### src/rtl/conv_block_sequencer.sv
// -----------------------------------------------------------------------------
// conv_block_sequencer
//
// Top-level sequencer for the 2D-convolution engine. It walks an image made
// of N column blocks through the per-block address FSM: load block k from the
// host, let the address FSM process it, let the host read it back, then move
// on to block k+1. A watchdog aborts the image if any active phase stalls.
//
// Ports
//   i_CLK          clock, all logic on the rising edge
//   i_reset        synchronous, active-high reset
//   i_start        start-of-image pulse, accepted only while idle
//   i_numBlocks    number of column blocks, sampled at start
//   i_imgLength    image height, sampled at start
//   i_hostLast     host pulse: last row of the current block has been sent
//   i_changeBlock  block-complete pulse from the address FSM
//   i_EoP          end-of-process flag from the address FSM
//   o_load         load control to the address FSM
//   o_SoP          start-of-process control to the address FSM
//   o_imgLength    image height latched at start, held for the whole image
//   o_blockIdx     index of the block currently being handled
//   o_reqData      host may stream block data
//   o_reqRead      host may read back the processed block
//   o_busy         high in every state except idle
//   o_done         one-cycle pulse when the last block has been read out
//   o_error        sticky watchdog error, cleared by the next accepted start
// -----------------------------------------------------------------------------
module conv_block_sequencer #(
    parameter int NB_IMAGE   = 10,
    parameter int NB_BLOCK   = 4,
    parameter int NB_TIMEOUT = 16
) (
    input  logic                i_CLK,
    input  logic                i_reset,
    input  logic                i_start,
    input  logic [NB_BLOCK-1:0] i_numBlocks,
    input  logic [NB_IMAGE-1:0] i_imgLength,
    input  logic                i_hostLast,
    input  logic                i_changeBlock,
    input  logic                i_EoP,
    output logic                o_load,
    output logic                o_SoP,
    output logic [NB_IMAGE-1:0] o_imgLength,
    output logic [NB_BLOCK-1:0] o_blockIdx,
    output logic                o_reqData,
    output logic                o_reqRead,
    output logic                o_busy,
    output logic                o_done,
    output logic                o_error
);

    typedef enum logic [2:0] {
        S_IDLE,
        S_LOAD,
        S_LOAD_WAIT,
        S_PROC,
        S_READ,
        S_DONE
    } state_t;

    localparam logic [NB_BLOCK-1:0]   BLK_ONE  = NB_BLOCK'(1);
    localparam logic [NB_TIMEOUT-1:0] WDOG_ONE = NB_TIMEOUT'(1);
    localparam logic [NB_TIMEOUT-1:0] WDOG_MAX = '1;

    state_t                state_q, state_d;
    logic [NB_BLOCK-1:0]   num_blocks_q, num_blocks_d;
    logic [NB_BLOCK-1:0]   block_idx_q, block_idx_d;
    logic [NB_IMAGE-1:0]   img_length_q, img_length_d;
    logic [NB_TIMEOUT-1:0] wdog_q, wdog_d;
    logic                  error_q, error_d;
    logic                  load_q, load_d;
    logic                  sop_q, sop_d;
    logic                  req_data_q, req_data_d;
    logic                  req_read_q, req_read_d;
    logic                  busy_q, busy_d;
    logic                  done_q, done_d;

    logic [NB_TIMEOUT-1:0] wdog_inc;
    logic                  active;

    always_comb begin
        state_d      = state_q;
        num_blocks_d = num_blocks_q;
        block_idx_d  = block_idx_q;
        img_length_d = img_length_q;
        error_d      = error_q;
        wdog_d       = '0;
        wdog_inc     = wdog_q + WDOG_ONE;
        active       = 1'b0;

        case (state_q)
            S_IDLE: begin
                // A zero-block image has nothing to do, so its start is dropped.
                if (i_start && (i_numBlocks != '0)) begin
                    num_blocks_d = i_numBlocks;
                    img_length_d = i_imgLength;
                    block_idx_d  = '0;
                    error_d      = 1'b0;
                    state_d      = S_LOAD;
                end
            end
            S_LOAD: begin
                active = 1'b1;
                if (i_hostLast) begin
                    state_d = S_LOAD_WAIT;
                end
            end
            S_LOAD_WAIT: begin
                active = 1'b1;
                if (i_changeBlock) begin
                    state_d = S_PROC;
                end
            end
            S_PROC: begin
                active = 1'b1;
                if (i_EoP) begin
                    state_d = S_READ;
                end
            end
            S_READ: begin
                active = 1'b1;
                if (i_changeBlock) begin
                    if (block_idx_q == (num_blocks_q - BLK_ONE)) begin
                        state_d = S_DONE;
                    end else begin
                        block_idx_d = block_idx_q + BLK_ONE;
                        state_d     = S_LOAD;
                    end
                end
            end
            S_DONE: begin
                state_d = S_IDLE;
            end
            default: begin
                state_d = S_IDLE;
            end
        endcase

        // Watchdog: counts consecutive cycles spent in one active state. It
        // fires on the cycle that would take it to all-ones, i.e. after
        // 2^NB_TIMEOUT-1 stalled cycles; any state change restarts it at 0.
        if (active && (state_d == state_q)) begin
            if (wdog_inc == WDOG_MAX) begin
                state_d = S_IDLE;
                error_d = 1'b1;
            end else begin
                wdog_d = wdog_inc;
            end
        end

        // Outputs are a registered decode of the next state so they line up
        // with the state they describe.
        load_d     = (state_d == S_LOAD);
        req_data_d = (state_d == S_LOAD);
        sop_d      = (state_d == S_PROC);
        req_read_d = (state_d == S_READ);
        done_d     = (state_d == S_DONE);
        busy_d     = (state_d != S_IDLE);
    end

    always_ff @(posedge i_CLK) begin
        if (i_reset) begin
            state_q      <= S_IDLE;
            num_blocks_q <= '0;
            block_idx_q  <= '0;
            img_length_q <= '0;
            wdog_q       <= '0;
            error_q      <= 1'b0;
            load_q       <= 1'b0;
            sop_q        <= 1'b0;
            req_data_q   <= 1'b0;
            req_read_q   <= 1'b0;
            busy_q       <= 1'b0;
            done_q       <= 1'b0;
        end else begin
            state_q      <= state_d;
            num_blocks_q <= num_blocks_d;
            block_idx_q  <= block_idx_d;
            img_length_q <= img_length_d;
            wdog_q       <= wdog_d;
            error_q      <= error_d;
            load_q       <= load_d;
            sop_q        <= sop_d;
            req_data_q   <= req_data_d;
            req_read_q   <= req_read_d;
            busy_q       <= busy_d;
            done_q       <= done_d;
        end
    end

    assign o_load      = load_q;
    assign o_SoP       = sop_q;
    assign o_imgLength = img_length_q;
    assign o_blockIdx  = block_idx_q;
    assign o_reqData   = req_data_q;
    assign o_reqRead   = req_read_q;
    assign o_busy      = busy_q;
    assign o_done      = done_q;
    assign o_error     = error_q;

endmodule

### config.mk
export PLATFORM = sky130hd
export DESIGN_NAME = conv_block_sequencer
export DESIGN_NICKNAME = d
export VERILOG_FILES = /design/src/rtl/conv_block_sequencer.sv
export SDC_FILE = /design/constraint.sdc
export NUM_CORES = 1
export LEC_CHECK = 0
export CORE_ASPECT_RATIO = 0.5
export CORE_UTILIZATION = 45
export CTS_CLUSTER_DIAMETER = 50
export DETAILED_ROUTE_END_ITERATION = 16
export GPL_ROUTABILITY_DRIVEN = 1
export PLACE_DENSITY = 0.7
export SLEW_MARGIN = 20
export SYNTH_ARGS = -nofsm -noshare
export SYNTH_HDL_FRONTEND = slang
export SYNTH_SLANG_ARGS = --single-unit
### constraint.sdc
create_clock -name i_CLK -period 5.75 [get_ports i_CLK]
set_input_delay 1.15 -clock i_CLK [delete_from_list [all_inputs] [get_ports i_CLK]]
set_output_delay 1.15 -clock i_CLK [all_outputs]
set_load 0.02 [all_outputs]
Word level (Yosys, flattened, before mapping)
Index checks and enable logic that the tools add are counted.
{"block": "op_classes", "n_lt_le_gt_ge": 0, "n_addsub": 3, "mul": 0, "div_mod_pow": 0, "n_mux": 18, "shift": 0, "n_reduce_logical": 10, "n_bitwise": 1, "n_eq_ne": 14}
{"cell": "3-bit two-way mux", "n": 8}
{"cell": "16-bit by 1-bit adder with 16-bit output, second input constant", "n": 1}
{"cell": "16-bit equality test, second input constant", "n": 1}
{"cell": "3-bit case mux with 5 select lines", "n": 1}
{"cell": "4-bit two-way mux", "n": 3}
{"cell": "3-bit by 2-bit equality test with 1-bit output, second input constant", "n": 3}
{"cell": "3-bit equality test, second input constant", "n": 3}
{"cell": "4-bit case mux with 2 select lines", "n": 1}
{"cell": "3-bit by 1-bit equality test with 1-bit output, second input constant", "n": 2}
{"cell": "2-bit != test, second input constant", "n": 3}
{"cell": "1-bit two-way mux", "n": 5}
{"cell": "4-bit by 1-bit adder with 4-bit output, second input constant", "n": 1}
{"cell": "4-bit equality test", "n": 1}
{"cell": "4-bit AND reduction", "n": 1}
{"cell": "4-bit nonzero test", "n": 1}
{"cell": "4-bit OR reduction", "n": 1}
{"cell": "4-bit by 1-bit subtractor with 4-bit output, second input constant", "n": 1}
{"cell": "3-bit equality test", "n": 1}
{"cell": "3-bit zero test", "n": 1}
{"cell": "3-bit nonzero test", "n": 1}
{"cell": "3-bit OR reduction", "n": 1}
{"cell": "1-bit logical AND", "n": 2}
{"cell": "2-bit AND reduction", "n": 1}
{"cell": "2-bit nonzero test", "n": 1}
{"cell": "1-bit inverter", "n": 1}
{"block": "word_totals", "ram_bits": 0, "inputBits": 20, "memories": 0, "romBits": 0, "out_inout_bits": 21, "reg_bits": 43, "latchBits": 0}

Longest topological paths before layout
{"block": "logic_depth", "word_depth": 9, "depth_mapped": 8}

Worst setup path after synthesis
Ideal clock, no wire load.
{"block": "synth_path", "kind": "input-to-reg", "from": "in i_numBlocks[0]", "to": "reg req_read_q, in the netlist o_reqRead", "arrival_time_ps": 2411, "path_slack_ps": 3225, "path_buffers": 0, "required_time_ps": 5636, "stages": 4, "path_cell_list": "o41ai_2 a32o_1 nand2_1 a2111oi_0"}
{"block": "synth_between", "elab_chain_len": 8}
{"element": "start: declaration", "line": "36", "text": "input logic [NB_BLOCK-1:0] i_numBlocks,"}
{"element": "4-bit nonzero test (*)", "line": "94", "text": "if (i_start && (i_numBlocks != '0)) begin"}
{"element": "1-bit logical AND (*)", "line": "94"}
{"element": "3-bit two-way mux (*)", "line": "94"}
{"element": "3-bit case mux with 5 select lines (*)", "line": "91", "text": "case (state_q)"}
{"element": "3-bit equality test", "line": "142", "text": "if (active && (state_d == state_q)) begin"}
{"element": "1-bit logical AND", "line": "142"}
{"element": "3-bit two-way mux (*)", "line": "142"}
{"element": "3-bit equality test (*)", "line": "156", "text": "req_read_d = (state_d == S_READ);"}
{"element": "end signal: assignment", "line": "185", "text": "req_read_q <= req_read_d;"}
{"element": "end: declaration", "line": "74", "text": "logic req_read_q, req_read_d;"}
Mark *: on every way between the ends. The rest lies on a longest branch, timed or not.
A chain may end at the register's enable or synchronous reset.

Worst setup path after layout
{"block": "layout_path", "from": "in i_start", "to": "reg block_idx_q[0], in the netlist o_blockIdx[0]"}
{"block": "layout_between", "elab_chain_len": 3}
{"element": "start: declaration", "line": "35", "text": "input logic i_start,"}
{"element": "1-bit logical AND", "line": "94"}
{"element": "2-bit != test (no source line)"}
{"element": "4-bit AND reduction (no source line)"}
{"element": "end signal: assignment", "line": "178", "text": "block_idx_q <= block_idx_d;"}
{"element": "end: declaration", "line": "67", "text": "logic [NB_BLOCK-1:0] block_idx_q, block_idx_d;"}
No other way between the ends.

==> impl_results.md <==
- Outcome: finished clean
- Flops & latches, synth: between 40 and 50
- Total Power: about 0.0006 W
- Crit path capture type: flop
- Final nets: 310
- # IOs: 41
- Total GRT Usage: between 15 and 20%
- Top post-synthesis cells by area: dfxtp_1, nand2_1, xnor2_1
- Final WL: 4620 µm
- Syn_area_per_cell: 8.69 µm²
- Htree depth: 2
- Share of the synthesized area in the top cell type: between 30% and 40%
- Max incr delay on CP: about 0.54 ns
- Global-route wire length before repair: roughly 7400 µm
- Number of vias per cell: ~5.4
- Resize count post-CTS: 0
- Max Fclk: approximately 0.32 GHz
- Die ar.: between 0.005 and 0.006 mm²
- Syn_nets: 276
- Vias in the first global route: approximately 1700
- Hpwl dp: about 3400 µm
- Synthesized area: 0.00219 mm²
- Die height: 51.3 µm
- Worst EP arrival: 3.34 ns
- Worst slew pin tran: 0.779 ns
- Clk Latency, worst-skew pair: 0.30 ns
- Pwr dens: around 230 mW/mm²
- Cell count after synthesis: 252
- Wire length per cell: roughly 13 µm
- Post-DRT Antenna Nets: 0
- Commonest non-fill, non-tap cells in the layout: dfxtp_1, clkdlybuf4s50_1, nand2_1
- CTS buffer count: 5
- Setup repair after global routing missed its margin: false
- Setup bufs post-CTS: 0
- WHS Path Cells: 2
- Worst-case reg-to-reg path depth: 6
- Setup TNS Final: 0 ns
- Worst Hold Class: reg -> reg
- Initial Utilization: 48.3%
- Placer Congestion: 0.834
- Number of remaining DRC errors: 0
- Core Footprint: between 0.004 and 0.005 mm²
- Crit path max fanout: 15
- Die width: 101 µm
- Yosys top cell by area: dfxtp_1
- Hold Fails Final Rpt: 0
- Most common cell after layout, fill and taps aside: dfxtp_1
- IO buf count: 40
- # setup viols final: 0
- Worst VDD drop: just over 0.09 mV
- Area after DPL: 0.00260 mm²
- Routed via count: ~1900
- Slew Viols, Final: 0
- Initial antenna violation count: 0
- Layout area overhead: 23.3%
- Min Clock Period, post-route: between 3 and 4 ns
- Worst Path Required: 5.97 ns
- Post-route design area: ~0.0027 mm²
- Number of synthesized flops with an enable pin: 0
- Fill count: 414
- Final Util: 59.6%
- Largest net degree at the start of global routing: 23
- Sink Count: between 40 and 50
- N_diodes: 0
- Top_reg_cell synth: dfxtp_1
- DRT iter0 DRCs: between 60 and 70
- Grt total ovfl: 0
- FFs w/ async S/R, synth: 0%
- Clk buf depth: 2
- Synth cell types: 55
- Worst relative slew slack: roughly 48%
- Setup Skew: between 0.008 and 0.009 ns
- Worst-path clk slew: 0.09 ns
- Fin crit share: 54.4%
- Row cnt: 17
- CTS tree: yes
- CP cell instances: clkdlybuf4s50_1 > nor4b_4 > o41a_1 > nor3_1 > or4b_1 > a21oi_1
- Worst Setup Start Kind: input port
- Slowest-stage cell, CP: o41a_1
- Leakage: 0.880 nW
- Synth warn: 0
- Root Buffer: clkbuf_8
- Layout cell share with drive strength beyond 1: 6.62%
- Max_cap viols: 0
- Pre-antenna DRT Iters: 5
- CP Class: in -> reg
- Cts hold-fix bufs: 0
- Sequential fraction of the synthesis area: roughly two fifths
-- sequential cells by signal, summed over array words and instances, names as in the netlist --
register	flops
num_blocks_q	4
o_SoP	1
o_blockIdx	4
o_busy	1
o_done	1
o_error	1
o_imgLength	10
o_reqData	1
o_reqRead	1
state_q	3
wdog_q	16
-- path summary, 6_finish.rpt --
path | from | end | slack [ns]
max reg2reg | wdog_q[2]$_SDFF_PP0_ | o_reqRead$_SDFF_PP0_ | 3.24
min | o_imgLength[2]$_SDFFE_PP0P_ | o_imgLength[2]$_SDFFE_PP0P_ | 0.46
max | i_start | o_blockIdx[0]$_SDFFE_PP0P_ | 2.62
min reg2reg | o_imgLength[2]$_SDFFE_PP0P_ | o_imgLength[2]$_SDFFE_PP0P_ | 0.46
-- per-layer routing --
| layer | routed length (µm) | track usage, % |
|---|---|---|
| met2 | 2090 | 30.9 |
| met4 | 9 | 3.62 |
| met3 | 240 | 5.06 |
| met5 | 0 | 0 |
| met1 | 2290 | 23.9 |
-- synth_stat cells, drive strengths merged (2+ instances only) --
cell type and instances:
dfxtp 43, nand2 36, nor3 21, a21oi 17, xnor2 13, nor2 11, nand3 10, buf 8
clkbuf 7, inv 7, o21ai 7, a211oi 6, xor2 5, ha 4, nand3b 4, nand4 4
nor2b 4, nand2b 3, nor4 3, nor4b 3, a2111oi 2, a211o 2, a22oi 2, mux2i 2
o31a 2, o41ai 2, or3 2
-- area by class of cell --
| class | count | area (µm²) | area share (%) |
|---|---|---|---|
| clock buffer | 5 | 68.8 | 2.55 |
| sequential | 43 | 861 | 31.9 |
| tap | 66 | 82.6 | 3.06 |
| inverter | 7 | 26.3 | 0.973 |
| multi-input combinational | 187 | 1220 | 45.1 |
| clock inverter | 3 | 23.8 | 0.880 |
| timing repair buffer | 42 | 419 | 15.5 |
-- per-stage QoR --
stage | instances | hold WS (ns) | setup slack, ns
global route | 353 | 0.479 | 2.42
floorplan | 252 | 0.449 | 3.23
CTS | 352 | 0.459 | 2.63
finish | 353 | 0.457 | 2.62
detailed placement | 344 | 0.447 | 2.33
global placement | 344 | 0.442 | 2.44
-- worst max-delay path, delay by kind of cell --
kind	cells	cell delay [ns]
AND/OR/NAND/NOR	3	1.05
AO/OA/AOI/OAI	2	0.67
buffers and inverters	1	0.48
-- report_power, final --
part / switching (W) / internal [W]
logic: 0.0000523 / 0.0000496
registers: 0.0000104 / 0.000309
clock network: 0.000109 / 0.0000868
total: 0.000172 / 0.000446
-- kinds of logic after synthesis --
group           Yosys count  synth area share, %
fa+ha+maj                 4                 2.29
mux                       3                 1.43
compound gates           51                 16.2
simple gates            110                 27.5
xor+xnor                 19                 8.23
flops                    43                 39.3
buf+inv                  22                 5.03
Note: power is estimated with default switching activity, not from simulation.
